===== src/rtl/fetch.sv =====
// Instruction-fetch stage: owns the PC, drives a synchronous-read imem,
// and hands fetched words plus PC+4 to decode.
module fetch #(
  parameter logic [31:0] RESET_PC = 32'h0000_0000
) (
  input  logic        clk,
  input  logic        rst_n,
  input  logic        stall,
  input  logic        branch_taken,
  input  logic [31:0] branch_target,
  output logic [31:0] imem_addr,
  output logic        imem_re,
  input  logic [31:0] imem_rdata,
  output logic [31:0] pcOut,
  output logic [31:0] instruction,
  output logic        valid,
  output logic [31:0] fetch_count
);

  logic [31:0] pcQ;
  logic [31:0] pcPlus4Q;
  logic        reqValidQ;
  logic [31:0] fetchCountQ;
  logic [31:0] pcNext;
  logic        accept;

  assign pcNext      = pcQ + 32'd4;
  assign accept      = reqValidQ & ~stall & ~branch_taken;

  assign imem_addr   = pcQ;
  assign imem_re     = rst_n & ~(stall & ~branch_taken);
  assign valid       = reqValidQ;
  assign instruction = reqValidQ ? imem_rdata : 32'h0000_0000;
  assign pcOut       = pcPlus4Q;
  assign fetch_count = fetchCountQ;

  always_ff @(posedge clk or negedge rst_n) begin
    if (!rst_n) begin
      pcQ       <= RESET_PC;
      reqValidQ <= 1'b0;
      pcPlus4Q  <= 32'h0000_0000;
    end else if (branch_taken) begin
      // word read from the old PC this cycle is wrong-path
      pcQ       <= {branch_target[31:2], 2'b00};
      reqValidQ <= 1'b0;
    end else if (!stall) begin
      pcQ       <= pcNext;
      reqValidQ <= 1'b1;
      pcPlus4Q  <= pcNext;
    end
  end

  always_ff @(posedge clk or negedge rst_n) begin
    if (!rst_n) begin
      fetchCountQ <= 32'h0000_0000;
    end else if (accept) begin
      fetchCountQ <= fetchCountQ + 32'd1;
    end
  end

endmodule


===== config.mk =====
export PLATFORM = sky130hd
export DESIGN_NAME = fetch
export DESIGN_NICKNAME = d
export VERILOG_FILES = /design/src/rtl/fetch.sv
export SDC_FILE = /design/constraint.sdc
export NUM_CORES = 1
export LEC_CHECK = 0
export ABC_AREA = 0
export CAP_MARGIN = 0
export CORE_MARGIN = 1.5
export CORE_UTILIZATION = 49
export CTS_BUF_LIST = sky130_fd_sc_hd__clkbuf_4 sky130_fd_sc_hd__clkbuf_8
export CTS_CLUSTER_SIZE = 28
export DETAILED_ROUTE_END_ITERATION = 8
export MAX_ROUTING_LAYER = met4
export PLACE_DENSITY = 0.89
export SETUP_SLACK_MARGIN = 0.2
export SLEW_MARGIN = 20
export SYNTH_ARGS = -nofsm -noshare
export SYNTH_HDL_FRONTEND = slang
export SYNTH_SLANG_ARGS = --single-unit
export TNS_END_PERCENT = 30

===== constraint.sdc =====
create_clock -name clk -period 5.8 [get_ports clk]
set_input_delay 0.58 -clock clk [delete_from_list [all_inputs] [get_ports clk]]
set_output_delay 0.58 -clock clk [all_outputs]
set_load 0.02 [all_outputs]

==> results_dict.tcl <==
set metrics [dict create \
    status "completed" \
    nNetsFinal 783 \
    ctsResizeCount 0 \
    portBuffers 191 \
    relSlewSlack_pct 28.8 \
    synth_common_cells "dfrtp_1, nand2_1, xnor2_1, o21ai_0, nor2_1" \
    rsz0062_at_grt "false" \
    register_area_sq_um 2330 \
    core_area_sq_um 9910 \
    drt-wirelength-per-cell_um 17.2 \
    antennaDiodeCount 0 \
    ys_ff_latch 93 \
    finalMaxSlewViolations 0 \
    die_x_um 105 \
    clock_latency_ns 0.37 \
    hp-class "primary input to async pin" \
    crit_fanout 43 \
    place.gp.congestion 0.859 \
    via_count 4893 \
    hold_violations 0 \
    dp.cells 835 \
    h-tree-depth 3 \
    arrival_ns 2.87 \
    cp.required_ns 5.22 \
    cts_tree "done" \
    criticalPathCategory "primary input to output port" \
    avgSynthCellArea_sq_um 9.20 \
    routed_wl_mm 14.7 \
    grt.busiest_layer "met2" \
    ant_nets 0 \
    synth_top_area_share_pct 45.9 \
    grt_pass1_wl_mm 23.8 \
    async_reset_ff_share_pct 100 \
    cts_buffer_depth 2 \
    synth_edf_count 0 \
    use_met2_pct 44.5 \
    grt_pass1_vias 4587 \
    syn_to_final_growth_pct 41.1 \
    synth_warnings 0 \
    holdBufCountCts 0 \
    ir_drop_uv 142 \
    total_power_uw 1700 \
    numCtsBuffers 9 \
    synth_ff_type "dfrtp_1" \
    dieHeight_um 105 \
    fin_cells 851 \
    timing.final.crit_share_pct 59.4 \
    final.min_clock_period_ns 3.45 \
    tightest_slew_ns 1.07 \
    use_met1_pct 36.4 \
    p_leak_uw 0.00270 \
    yosys.area.top_type "dfrtp_1" \
    grtUsageTotal_pct 27.9 \
    max_freq_mhz 290 \
    post_cts_buffers 0 \
    grt_max_degree 53 \
    fin_setup_tns_ns 0 \
    power.density_nw_per_um2 238 \
    fin_worst_skew_ns 0.0135 \
    yosysMostFrequentCell "dfrtp_1" \
    post-route-cell-area_sq_um 7150 \
    grt_overflow 0 \
    cap_violations 0 \
    post-route-drc-count 0 \
    seq_area_frac_synth_pct 45.9 \
    num_rows 36 \
    multi_input_area_sq_um 2530 \
    critPathLaunchType "primary input" \
    root_buffer "clkbuf_8" \
    vias_per_cell 5.75 \
    cts_sinks 93 \
    first_pass_iters 5 \
    grt_antenna_before_repair 0 \
    drtIter0Drc 316 \
    synthCells 551 \
    dp_hpwl_mm 10.7 \
    setup_viol 0 \
    die-area_sq_um 11000 \
    start_util_pct 51.1 \
    clk_pin_slew_ns 0.09 \
    placed_area_sq_um 6970 \
    synthTopCellsByArea "dfrtp_1, xnor2_1, nand2_1, and2_1, o21ai_0" \
    met3_usage_pct 5.12 \
    synth.distinct_cells 45 \
    nFillCells 728 \
    drive_above_1_share_pct 4.18 \
    ios 198 \
    syn-cell-area_sq_um 5070 \
    end_kind "output port" \
]
[registers in the layout, summed over array words and instances, names as in the netlist]
register / cells
imem_addr: 30
pcOut: 30
valid: 1
fetch_count: 32
[worst max-delay path, stage by stage]
cell	delay, ns
clkdlybuf4s50_1	0.45
buf_4	0.36
inv_1	0.51
a21boi_0	0.32
clkdlybuf4s50_1	0.65
[routing by layer]
layer  share of wire [%]  vias up  wire length (um)
met5                   0        -                 0
met4                 2.0        0               297
met3                 7.3       28              1070
met2                  49      247              7210
met1                  42     2321              6090
li1                    -     2297                 -
[final timing paths]
check / startpoint / end / slack, ns / cells past startpoint
hold reg to reg: pcOut[7] / pcOut[7] / 0.49 / 2
hold / removal: rst_n / fetch_count[11] / 0.19 / 1
setup / recovery: branch_taken / imem_re / 2.35 / 5
min in group clk: pcOut[7] / pcOut[7] / 0.49 / 2
max in group asynchronous: rst_n / imem_addr[26] / 4.53 / 2
setup reg to reg: valid / fetch_count[11] / 3.08 / 4
[logic make-up (layout without fill, tap and decap cells)]
family | Yosys count | after routing | share of synthesized area, %
simple gates | 258 | 258 | 28.0
flops | 93 | 93 | 45.9
compound gates | 87 | 87 | 10.4
xor+xnor | 57 | 57 | 9.85
buf+inv | 51 | 215 | 4.79
fa+ha+maj | 2 | 2 | 0.494
mux | 2 | 2 | 0.420
other cells | 1 | 4 | 0.0740
[layout make-up]
class	count	share of cell area [%]
inverter	6	0.315
sequential	93	32.6
clock buffer	9	1.73
timing repair buffer	193	26.9
tap	133	2.33
multi-input combinational	410	35.3
clock inverter	7	0.823
[stage by stage]
step / worst slack, ns / hold slack (ns) / utilization [%]
finish: 2.35 / 0.190 / 72.1
CTS: 2.36 / 0.204 / 72.1
global placement: 2.39 / 0.461 / 70.2
global route: 2.16 / 0.230 / 72.1
floorplan: 3.47 / 0.284 / -
detailed placement: 2.38 / 0.472 / 70.3
[report_power, final]
part / switching, uW / internal [uW] / leakage, uW / total [uW]
sequential: 89.8 / 714 / 0.00115 / 804
clock: 250 / 162 / 0.0000804 / 412
combinational: 247 / 236 / 0.00146 / 483
total: 587 / 1110 / 0.00270 / 1700
[placed cells by master, fill, tap and decap left out, types with 13 or more instances in the layout]
master             n
dfrtp_1           93
a31oi_1           24
nand4_1           25
and2_1            32
o31ai_1           13
clkdlybuf4s50_1  190
nand3_1           29
o21ai_0           39
or4_1             23
nor2_1            33
xnor2_1           46
or3_1             13
nand2_1           56
No activity file was read; power rests on OpenSTA's default activity.
